**src/rtl/servo_frame_scheduler.sv**
```systemverilog
// Multi-channel servo set-point sequencer: slews each joint toward its target once per
// frame and publishes all rise/fall counts together at the frame boundary.
module servo_frame_scheduler #(
  parameter int NUM_CH       = 4,
  parameter int PERIOD_TICKS = 1000000,
  parameter int MIN_W        = 50000,
  parameter int MAX_W        = 100000
) (
  input  logic                  clk,
  input  logic                  reset,
  input  logic                  cmd_valid,
  output logic                  cmd_ready,
  input  logic [3:0]            cmd_ch,
  input  logic [31:0]           cmd_target,
  input  logic [15:0]           cfg_step,
  output logic [32*NUM_CH-1:0]  rise_bus,
  output logic [32*NUM_CH-1:0]  fall_bus,
  output logic                  frame_tick,
  output logic                  settled
);

  // state  | meaning
  // IDLE   | accepting commands, waiting for frame_tick
  // UPDATE | slewing channel k toward its target, one channel per cycle
  // COMMIT | copying every cur[] to the output buses in a single cycle
  typedef enum logic [1:0] {IDLE, UPDATE, COMMIT} state_t;

  localparam int          KW     = (NUM_CH > 1) ? $clog2(NUM_CH) : 1;
  localparam logic [31:0] PERIOD = 32'(PERIOD_TICKS);
  localparam logic [31:0] PMAX   = 32'(PERIOD_TICKS - 1);
  localparam logic [31:0] WMIN   = 32'(MIN_W);
  localparam logic [31:0] WMAX   = 32'(MAX_W);
  localparam logic [31:0] CENTER = 32'((MIN_W + MAX_W) / 2);

  state_t             state, state_d;
  logic [KW-1:0]      k, k_d;
  logic [31:0]        cnt;
  logic [31:0]        cur   [NUM_CH];
  logic [31:0]        tgt   [NUM_CH];
  logic [31:0]        cur_d [NUM_CH];
  logic [31:0]        tgt_d [NUM_CH];
  logic [31:0]        clamped, k_cur, k_tgt, stepped;
  logic signed [32:0] diff, mag;
  logic               settled_d, commit;

  assign frame_tick = (cnt == PMAX);

  always_comb begin
    if (cmd_target < WMIN)      clamped = WMIN;
    else if (cmd_target > WMAX) clamped = WMAX;
    else                        clamped = cmd_target;
  end

  // Bounded slew for the channel currently selected by k.
  always_comb begin
    k_cur = cur[0];
    k_tgt = tgt[0];
    for (int i = 0; i < NUM_CH; i++) begin
      if (int'(k) == i) begin
        k_cur = cur[i];
        k_tgt = tgt[i];
      end
    end
    diff = $signed({1'b0, k_tgt}) - $signed({1'b0, k_cur});
    mag  = diff[32] ? -diff : diff;
    if (cfg_step == 16'd0 || mag <= $signed({17'd0, cfg_step})) stepped = k_tgt;
    else if (diff[32])                                           stepped = k_cur - {16'd0, cfg_step};
    else                                                         stepped = k_cur + {16'd0, cfg_step};
  end

  always_comb begin
    state_d   = state;
    k_d       = k;
    cmd_ready = (state == IDLE);
    commit    = 1'b0;
    for (int i = 0; i < NUM_CH; i++) begin
      cur_d[i] = cur[i];
      tgt_d[i] = tgt[i];
    end
    case (state)
      IDLE: begin
        if (frame_tick) begin
          state_d = UPDATE;
          k_d     = '0;
        end
      end
      UPDATE: begin
        for (int i = 0; i < NUM_CH; i++) begin
          if (int'(k) == i) cur_d[i] = stepped;
        end
        if (int'(k) == NUM_CH - 1) state_d = COMMIT;
        else                       k_d     = k + KW'(1);
      end
      COMMIT: begin
        commit  = 1'b1;
        state_d = IDLE;
      end
      default: state_d = IDLE;
    endcase
    if (cmd_valid && cmd_ready) begin
      for (int i = 0; i < NUM_CH; i++) begin
        if (int'(cmd_ch) == i) tgt_d[i] = clamped;
      end
    end
    // Evaluated on next-state values so settled drops the cycle right after a retarget.
    settled_d = (state_d == IDLE);
    for (int i = 0; i < NUM_CH; i++) begin
      if (cur_d[i] != tgt_d[i]) settled_d = 1'b0;
    end
  end

  always_ff @(posedge clk or negedge reset) begin
    if (!reset) begin
      cnt     <= '0;
      state   <= IDLE;
      k       <= '0;
      settled <= 1'b1;
      for (int i = 0; i < NUM_CH; i++) begin
        cur[i]             <= CENTER;
        tgt[i]             <= CENTER;
        rise_bus[32*i +: 32] <= CENTER;
        fall_bus[32*i +: 32] <= PERIOD - CENTER;
      end
    end else begin
      cnt     <= (cnt == PMAX) ? '0 : cnt + 32'd1;
      state   <= state_d;
      k       <= k_d;
      settled <= settled_d;
      for (int i = 0; i < NUM_CH; i++) begin
        cur[i] <= cur_d[i];
        tgt[i] <= tgt_d[i];
        if (commit) begin
          rise_bus[32*i +: 32] <= cur[i];
          fall_bus[32*i +: 32] <= PERIOD - cur[i];
        end
      end
    end
  end

endmodule

```
**config.mk**
```make
export PLATFORM = sky130hd
export DESIGN_NAME = servo_frame_scheduler
export DESIGN_NICKNAME = d
export VERILOG_FILES = /design/src/rtl/servo_frame_scheduler.sv
export SDC_FILE = /design/constraint.sdc
export NUM_CORES = 2
export LEC_CHECK = 0
export BUFFER_PORTS_ARGS = -buffer_cell sky130_fd_sc_hd__clkbuf_2
export CELL_PAD_IN_SITES_DETAIL_PLACEMENT = 1
export CELL_PAD_IN_SITES_GLOBAL_PLACEMENT = 1
export CORE_MARGIN = 4
export CORE_UTILIZATION = 25
export CTS_BUF_LIST = sky130_fd_sc_hd__clkbuf_4 sky130_fd_sc_hd__clkbuf_8 sky130_fd_sc_hd__clkbuf_16
export CTS_CLUSTER_DIAMETER = 80
export CTS_CLUSTER_SIZE = 28
export DETAILED_ROUTE_END_ITERATION = 8
export PLACE_DENSITY_LB_ADDON = 0.1
export SYNTH_ARGS = -nofsm -noshare
export SYNTH_HDL_FRONTEND = slang
export SYNTH_SLANG_ARGS = --single-unit
export TNS_END_PERCENT = 50
```
**constraint.sdc**
```tcl
create_clock -name clk -period 34.8 [get_ports clk]
set_clock_uncertainty 0.05 [all_clocks]
set_input_delay 3.48 -clock clk [delete_from_list [all_inputs] [get_ports clk]]
set_output_delay 3.48 -clock clk [all_outputs]
set_load 0.02 [all_outputs]
```
# Word level (Yosys, flattened, before mapping)
# Index checks and enable logic that the tools add are counted.
# word_totals
wordCells	84
in_bits	55
reg_bits	549
# classes
n_mux	33
reduce_logical	9
magnitude_cmp	3
eq_ne	15
n_addsub	10
# ops
op	count
32-bit two-way mux	19
128-bit two-way mux	2
32-bit != test	4
20-bit by 32-bit subtractor with 32-bit output, first input constant	4
33-bit by 17-bit <= comparator with 1-bit output	1
33-bit two-way mux	1
33-bit negator	1
32-bit by 32-bit subtractor with 33-bit output	1
32-bit by 1-bit adder with 32-bit output, second input constant	1
32-bit by 16-bit adder with 32-bit output	1
32-bit by 20-bit == test with 1-bit output, second input constant	1
32-bit by 17-bit > comparator with 1-bit output, second input constant	1
32-bit by 16-bit less-than comparator with 1-bit output, second input constant	1
32-bit by 16-bit subtractor with 32-bit output	1
16-bit logical NOT	1
4-bit by 3-bit == test with 1-bit output, second input constant	2
2-bit two-way mux	4
2-bit case mux with 2 select lines	2
2-bit == test, second input constant	3
2-bit logical NOT	3
1-bit two-way mux	5
2-bit by 1-bit == test with 1-bit output, second input constant	2
4-bit by 2-bit == test with 1-bit output, second input constant	1
4-bit logical NOT	1
7 further kinds	7

# Longest topological paths before layout
# Gate-level depths: netlist (run 1).
# depth
depth_word	17
depth_mapped	54

# Worst setup path before layout (run 1)
# OpenSTA, ideal clock, no wires.
# synth_path
path_type	flip-flop to flip-flop
startpoint	reg k[1]
endpoint	reg settled
period_less_slack_ns	12.252
path_stages_with_launch	50
path_slack_ns	22.548
arrival_time_ns	12.097
path_cell_list	dfrtp_1 > inv_1 > ha_1 > buf_4 > clkbuf_1 > clkbuf_1 > clkbuf_1 > clkbuf_1 > clkbuf_1 > buf_1 > buf_1 > a211oi_1 > o31ai_1 > inv_1 > ha_1 > clkbuf_1 > a21oi_1 > o21ai_0 > (+14 left out) > o21ai_0 > nand2b_1 > a21oi_1 > o311ai_0 > a32oi_1 > a21boi_0 > o2111ai_1 > or4_1 > nor4_1 > buf_2 > nor3_2 > o31ai_1 > xnor2_1 > nand4b_1 > or4_1 > nor4_1 > nand4_1 > a2111oi_2
# synth_rtl
item	line_no	rtl
from (decl)	36	logic [KW-1:0] k, k_d;
from (signal assigned)	127	k <= k_d;
to (signal assigned)	128	settled <= settled_d;
to (decl)	19	output logic settled

# Worst setup path after layout (run 1)
# layout_path
startpoint	reg k[1]
endpoint	reg settled
# layout_between
elab_chain_len	17
elab_cells_between_ends	35
cone_classes	4 x add/sub; 1 x order compare; 7 x eq/ne; 20 x mux; 3 x reduce/logical
# layout_lines
item	line_no	rtl
2-bit == test	59, 89	
32-bit two-way mux (3 in a row)	59	if (int'(k) == i) begin
32-bit by 32-bit subtractor with 33-bit output	64	diff = $signed({1'b0, k_tgt}) - $signed({1'b0, k_cur});
33-bit negator	65	mag = diff[32] ? -diff : diff;
33-bit two-way mux	65	
33-bit by 17-bit <= comparator with 1-bit output	66	if (cfg_step == 16'd0 || mag <= $signed({17'd0, cfg_step})) stepped = k_tgt;
1-bit logical OR	66	
32-bit two-way mux	66	
32-bit two-way mux	89	if (int'(k) == i) cur_d[i] = stepped;
128-bit two-way mux	80	case (state)
32-bit != test	108	if (cur_d[i] != tgt_d[i]) settled_d = 1'b0;
1-bit two-way mux (3 in a row)	108	
1-bit two-way mux (*)	108	
named net settled_d	44	logic settled_d, commit;
# Mark *: on every way through the listed nets, which the timed path passes. The rest lies on a longest branch.
# A chain may end at the register's enable or synchronous reset.

==> out/results.txt, run 1 <==
Cell Area, Synth = 0.0355 mm2
Slew Limit Headroom = 6.03%
register area = 0.0138 mm2
WL per Instance = 30.8 um
hold path depth = 1
final core occ = 29.1%
total clock sinks = 545
XOR/XNOR share of the synthesized area = 7.50%
Worst path most repeated cell = a21oi_1
initial core utilization = 25.3%
final WL = 192000 um
Synth Area in Compound Gates = 19.8%
GRT met1 Usage = 34.0%
Reg clk slew, reported paths = 0.10 ns
Max Cap Violations = 0
Ports = 314
initial antenna violation count = 7
DR vias = 33352
hold path endpoint = cnt[31]
DR iter-0 viols = 2804
I/O Buffers = 313
synth warn = 0
Worst VDD drop = 33.7 uV
Cell Count, Final, Fillers Out = 6229
gr busiest metal = met2
Worst path max stage delay = 0.78 ns
Reg2Reg Depth = 39
Final Max Tran Viols = 0
Nets = 4447
setup TNS = 0 ns
share of cells above drive strength 1 = 19.6%
Synth Instances = 4132
Slew @ Worst Pin = 1.39 ns
top cell type's share of synthesized area = 29.1%
CP Capture Type = flip-flop
Cells after DPL = 6143
Post-CTS Setup Bufs = 0
drt drc = 0
Final ANT Viol Nets = 0
Netlist cell types = 114
Die Y = 385 um
aggregate global-route resource usage = 25.2%
reg-to-reg critical path startpoint = k[1]
TritonCTS clock tree = done
core area = 0.140 mm2
syn_nets = 4265
asr flop ratio synth = 100%
gp weighted congestion = 0.998
first-pass GRT wire length = 268000 um
crit share post-route = 36.4%
most numerous cell in the Yosys netlist = nand2_1
largest net degree at the start of global routing = 141
Hold Fails Final Rpt = 0
Startpoint Class = flip-flop
post-synthesis mux area share = 6.20%
CP max stage cell = a311oi_1
Setup CP Type = flip-flop to flip-flop
Post-synth top cells = nand2_1, dfrtp_1, o21ai_0
Avg Synthesized Cell Area = 8.59 um2
design area = 0.0409 mm2
Multi-input gate area = 0.0199 mm2
Detail Placement HPWL = 152000 um
RR Endpoint = settled
worst skew pair latency = 0.69 ns
Fmax = 79.1 MHz
H-tree Lvls = 2
Post-synth EDFFs = 0
Lkg Pwr = 18.1 nW
via/cell ratio = 5.35
largest family of logic cells by synthesized area = compound AO/OA/AOI/OAI gates
sequential-to-total area share from yosys stat = 38.9%
CTS Hold Bufs = 0
row count = 137
final setup fails = 0
# fillers = 16499
Num CTS Buffers = 45
minimum clock period = 12.65 ns
outcome = finished, final reports clean
Internal = 0.000966 W
First-pass DRT Iterations = 7
Die Wd = 385 um
worst-path maximum fanout = 51
Hold Crit Class = flip-flop to flip-flop
vias in the first global route = 33652
die area = 0.148 mm2
switching power = 0.000415 W
Gate power share = 9.0%
Simple-Gate Fraction of Synth Area = 19.3%
M2 GR Usage = 40.8%
flops & latches, synth = 545
top cells by area, synth = dfrtp_1, dfstp_2, nand2_1, o21ai_0, xnor2_1
PD cells = 33.8 mW/mm2
worst path arrival time = 13.20 ns
PostCTS Resize Cnt = 0
Area Overhead vs Synth = 15.1%
Sw Share = 30.0%
area post-placement = 0.0392 mm2
global route overflow = 0
Max Root-Sink Buffers = 3
post-synthesis adder-cell area fraction = 3.02%
clock root buffer = clkbuf_16
Synth Flop Type = dfrtp_1
Register-to-Register Setup Slack = 22.15 ns
register share of total power = 47.0%
Crit path required time = 35.35 ns
M3 GR Usage = 3.50%
clock share of power = 44.0%
cell taking the most area after synthesis = dfrtp_1
Worst Hold Launch = cnt[31]
RSZ-0062 raised after global routing = false
-- routing by layer --
layer  vias up  share of wire (%)
li1      15033                  -
met1     17037                 45
met2      1014                 46
met3       260                5.3
met4         8                4.4
met5         -              0.031
-- per-stage QoR --
step                      setup WS [ns]  hold WS (ns)  total power, W
after floorplan                   22.55         0.393        0.000714
after CTS                         22.38         0.426         0.00140
after detailed placement          22.48         0.412        0.000783
final                             22.15         0.422         0.00138
after global routing              21.49         0.444         0.00143
after global placement            22.48         0.413        0.000784
-- placed cells by master, fill, tap and decap left out, types with 45 or more instances in the layout --
| cell type | Yosys | layout |
|---|---|---|
| ha_1 | 76 | 73 |
| a21o_1 | 45 | 45 |
| inv_1 | 184 | 184 |
| xor2_1 | 114 | 114 |
| mux2_2 | 131 | 131 |
| nor3_1 | 92 | 91 |
| nand3_1 | 69 | 69 |
| clkbuf_16 | 0 | 45 |
| a21oi_1 | 200 | 199 |
| clkbuf_2 | 2 | 312 |
| dfrtp_1 | 412 | 412 |
| dfstp_2 | 133 | 133 |
| nor2_1 | 299 | 299 |
| a211oi_1 | 55 | 55 |
| nand2_1 | 579 | 575 |
| o21ai_0 | 359 | 357 |
| nand4_1 | 50 | 50 |
| mux2i_1 | 67 | 67 |
| buf_4 | 5 | 106 |
| xnor2_1 | 190 | 190 |
| nor2b_1 | 56 | 56 |
-- how the worst max path moves through the flow --
stage                     from  endpoint  slack, ns
after floorplan           k[1]   settled      22.55
after global routing      k[1]   settled      21.49
final                     k[1]   settled      22.15
after CTS                 k[1]   settled      22.38
after global placement    k[1]   settled      22.48
after detailed placement  k[1]   settled      22.48
-- flip-flops by register name (all words and copies together), names as in the netlist --
| name | flops |
|---|---|
| state | 2 |
| k | 2 |
| rise_bus | 128 |
| cur | 128 |
| tgt | 128 |
| settled | 1 |
| fall_bus | 124 |
| cnt | 32 |
-- layout make-up --
class                   instances  area share, %
diodes                          3         0.0184
clock buffers                  50           2.88
clock inverters                33           1.23
inverters                     187           1.72
multi-input cells            3115           48.8
flip-flops and latches        545           33.8
well taps                    1876           5.74
repair buffers                420           5.85
-- power groups by stage --
stage	clock network [W]	registers, W	logic [W]
3_3_place_gp	0	0.000661	0.000123
2_1_floorplan	0	0.000657	0.0000574
3_5_place_dp	0	0.000661	0.000122
4_1_cts	0.000628	0.000649	0.000123
5_1_grt	0.000650	0.000650	0.000133
6_report	0.000607	0.000649	0.000124
-- logic make-up after synthesis --
kind of cell | Yosys count
buffers and inverters | 472
XOR/XNOR | 304
multiplexers | 202
AND/OR/NAND/NOR | 1437
flip-flops | 545
adder cells (fa/ha/maj) | 86
AO/OA/AOI/OAI | 1086
-- worst max-delay path: cells and delay by family (launching register included) --
family,cells,cell delay [ns]
simple gates,14,4.06
compound gates,12,3.40
fa+ha+maj,5,1.90
buf+inv,5,1.48
mux,2,0.97
flops,1,0.47
xor+xnor,1,0.11
Note: power is estimated with default switching activity, not from simulation.
==> run 2, diff against run 1 <==
ABC_AREA = 1   (was unset)
clock period = 10.6 ns   (was 34.8 ns; I/O delays follow)
==> run 2 against run 1 <==
Against the previous run: worst setup slack worse by 21 ns; design area decreased by 2.0%; worst hold slack worse by 0.092 ns.
==> out/results.txt, run 2 <==
pre-CTS setup slack = 1.17 ns (-21.31 ns)
Post-CTS Setup Bufs = 0 (unchanged)
I/O Buffers = 313 (unchanged)
top cell type's share of synthesized area = 29.8% (+0.70 points)
clock root buffer = clkbuf_16
PostCTS Resize Cnt = 0 (unchanged)
Final ANT Viol Nets = 0 (unchanged)
Synth Instances = 5054 (+22%)
Die Y = 380 um (-1.2%)
Synth Area in Compound Gates = 11.4% (-8.4 points)
outcome = finished, final reports clean
RSZ-0062 raised after global routing = false
Crit path max-delay family = simple AND/OR/NAND/NOR gates
worst-path maximum fanout = 75 (+47%)
worst path arrival time = 10.07 ns (-3.13 ns)
Post-synth top cells = nand2_1, inv_1, nand3_1
Detail Placement HPWL = 144000 um (-5.0%)
Crit path required time = 11.13 ns (-24.22 ns)
Avg Synthesized Cell Area = 6.86 um2 (-20%)
Reg clk slew, reported paths = 0.09 ns (about the same)
Worst path most repeated cell = nand2_1
most numerous cell in the Yosys netlist = nand2_1
Worst VDD drop = 121 uV (+260%)
global route overflow = 0 (unchanged)
WL per Instance = 24.9 um (-19%)
Post-synth EDFFs = 0 (unchanged)
Slew @ Worst Pin = 1.22 ns (-0.178 ns)
via/cell ratio = 4.95 (-7.6%)
most frequent cells in the layout = nand2_1, inv_1, nand3_1
share of cells above drive strength 1 = 13.5% (-6.1 points)
largest net degree at the start of global routing = 145 (+2.8%)
minimum clock period = 9.54 ns (-3.11 ns)
final WL = 178000 um (-7.3%)
worst skew pair latency = 0.70 ns (about the same)
flops & latches, synth = 545 (unchanged)
initial core utilization = 25.2% (-0.13 points)
Slew Limit Headroom = 18.2% (+12 points)
sequential-to-total area share from yosys stat = 39.8% (+0.93 points)
First-pass DRT Iterations = 6 (-1)
Die Wd = 380 um (-1.2%)
Setup CP Type = flip-flop to flip-flop
largest family of logic cells by synthesized area = simple AND/OR/NAND/NOR gates
Hold Crit Class = input port to asynchronous set/reset pin
Simple-Gate Fraction of Synth Area = 33.6% (+14 points)
total power = 0.00613 W (+340%)
setup TNS = 0 ns (unchanged)
Num CTS Buffers = 46 (+2.2%)
Cell Area, Synth = 0.0347 mm2 (-2.3%)
Max Root-Sink Buffers = 3 (unchanged)
XOR/XNOR share of the synthesized area = 2.05% (-5.5 points)
initial antenna violation count = 5 (-2)
crit share post-route = 90.0% (+54 points)
PD cells = 153 mW/mm2 (+350%)
Hold Fails Final Rpt = 0 (unchanged)
core area = 0.138 mm2 (-1.8%)
top cells by area, synth = dfrtp_1, nand2_1, dfstp_2, inv_1, nand3_1
row count = 136 (-0.73%)
most common cell after layout, fill and taps aside = nand2_1
Synth Flop Type = dfrtp_1
Crit path buffers/inverters = 4 (-1)
DR iter-0 viols = 2556 (-8.8%)
CP Capture Type = flip-flop
largest registers = cur: 128 flops, rise_bus: 128 flops, tgt: 128 flops
Fmax = 105 MHz (+33%)
syn_nets = 5187 (+22%)
post-synthesis adder-cell area fraction = 2.86% (-0.16 points)
drt drc = 0 (unchanged)
total clock sinks = 545 (unchanged)
synth warn = 0 (unchanged)
Startpoint Class = flip-flop
Worst path max stage delay = 0.80 ns (+0.02 ns)
vias in the first global route = 36341 (+8.0%)
H-tree Lvls = 2 (unchanged)
Final WS setup = 1.06 ns (-21.09 ns)
Ports = 314 (unchanged)
Lkg Pwr = 21.3 nW (+18%)
cell taking the most area after synthesis = dfrtp_1
Max Cap Violations = 0 (unchanged)
post-synthesis mux area share = 0% (-6.2 points)
asr flop ratio synth = 100% (unchanged)
Area Overhead vs Synth = 15.5%
aggregate global-route resource usage = 24.0% (-1.2 points)
CTS Hold Bufs = 0 (unchanged)
Nets = 5438 (+22%)
gp weighted congestion = 0.915 (-8.3%)
final setup fails = 0 (unchanged)
# fillers = 17150 (+3.9%)
die area = 0.145 mm2 (-2.3%)
Final Max Tran Viols = 0 (unchanged)
DR vias = 35303 (+5.8%)
first-pass GRT wire length = 259000 um (-3.3%)
Netlist cell types = 59 (-48%)
CP max stage cell = o21ai_0
TritonCTS clock tree = done
## run 2: cell types whose count changed in the layout (fill, tap and decap cells not counted), moves of 45 or more
cell,previous run,this run
nand2_1,575,1569
inv_1,184,710
nand3_1,69,511
xnor2_1,190,16
mux2_2,131,0
nor2_1,299,390
o21ai_0,357,273
mux2i_1,67,0
o211ai_1,26,87
buf_4,106,48
nor2b_1,56,0
a211oi_1,55,5
xor2_1,114,65
a21oi_1,199,154
## run 2: routing by layer
| layer | share of wire [%] | GRT usage (%) |
|---|---|---|
| met5 | 0 | 0 |
| met4 | 2.7 | 5.95 |
| met3 | 4.6 | 3.28 |
| met2 | 44 | 38.2 |
| met1 | 48 | 34.3 |
## run 2: kinds of logic (layout without fill, tap and decap cells)
kind of cell / after synthesis / count (layout)
flops: 545 / 545
xor+xnor: 81 / 81
buf+inv: 914 / 1203
other cells: 0 / 2
compound gates: 688 / 688
fa+ha+maj: 78 / 78
simple gates: 2748 / 2748
## run 2: power breakdown
group,total (W),switching (W),internal (W)
registers,0.00221,0.0000374,0.00217
clock network,0.00206,0.00105,0.00101
logic,0.00186,0.00133,0.000525
total,0.00613,0.00242,0.00371
## run 2: cell type report
type | instances | area (um2) | share of cell area (%)
Sequential cell | 545 | 13800 | 34.5
Antenna cell | 2 | 5.00 | 0.0125
Timing Repair Buffer | 365 | 2020 | 5.04
Multi-Input combinational cell | 3595 | 17400 | 43.4
Inverter | 752 | 2830 | 7.08
Clock inverter | 35 | 566 | 1.41
Tap cell | 1794 | 2240 | 5.61
Clock buffer | 51 | 1210 | 3.02
## run 2: final timing paths
kind,start,endpoint,slack [ns],cells after the start
hold / removal,reset,rise_bus[34],0.33,1
max in group asynchronous,reset,tgt[22],8.01,3
setup / recovery,k[1],settled,1.06,36
setup reg to reg,k[1],settled,1.06,36
min in group clk,rise_bus[100],rise_bus[100],0.42,2
hold reg to reg,rise_bus[100],rise_bus[100],0.42,2
## run 2: stage by stage
| step | util, % | cell area, um2 | cells | hold slack, ns |
|---|---|---|---|---|
| 2_1_floorplan | - | 34700 | 5054 | 0.383 |
| 3_3_place_gp | 27.8 | 38300 | 7051 | 0.404 |
| 3_5_place_dp | 27.8 | 38300 | 7051 | 0.415 |
| 4_1_cts | 29.1 | 40000 | 7137 | 0.342 |
| 5_1_grt | 29.1 | 40000 | 7137 | 0.386 |
| 6_report | 29.1 | 40000 | 7139 | 0.330 |
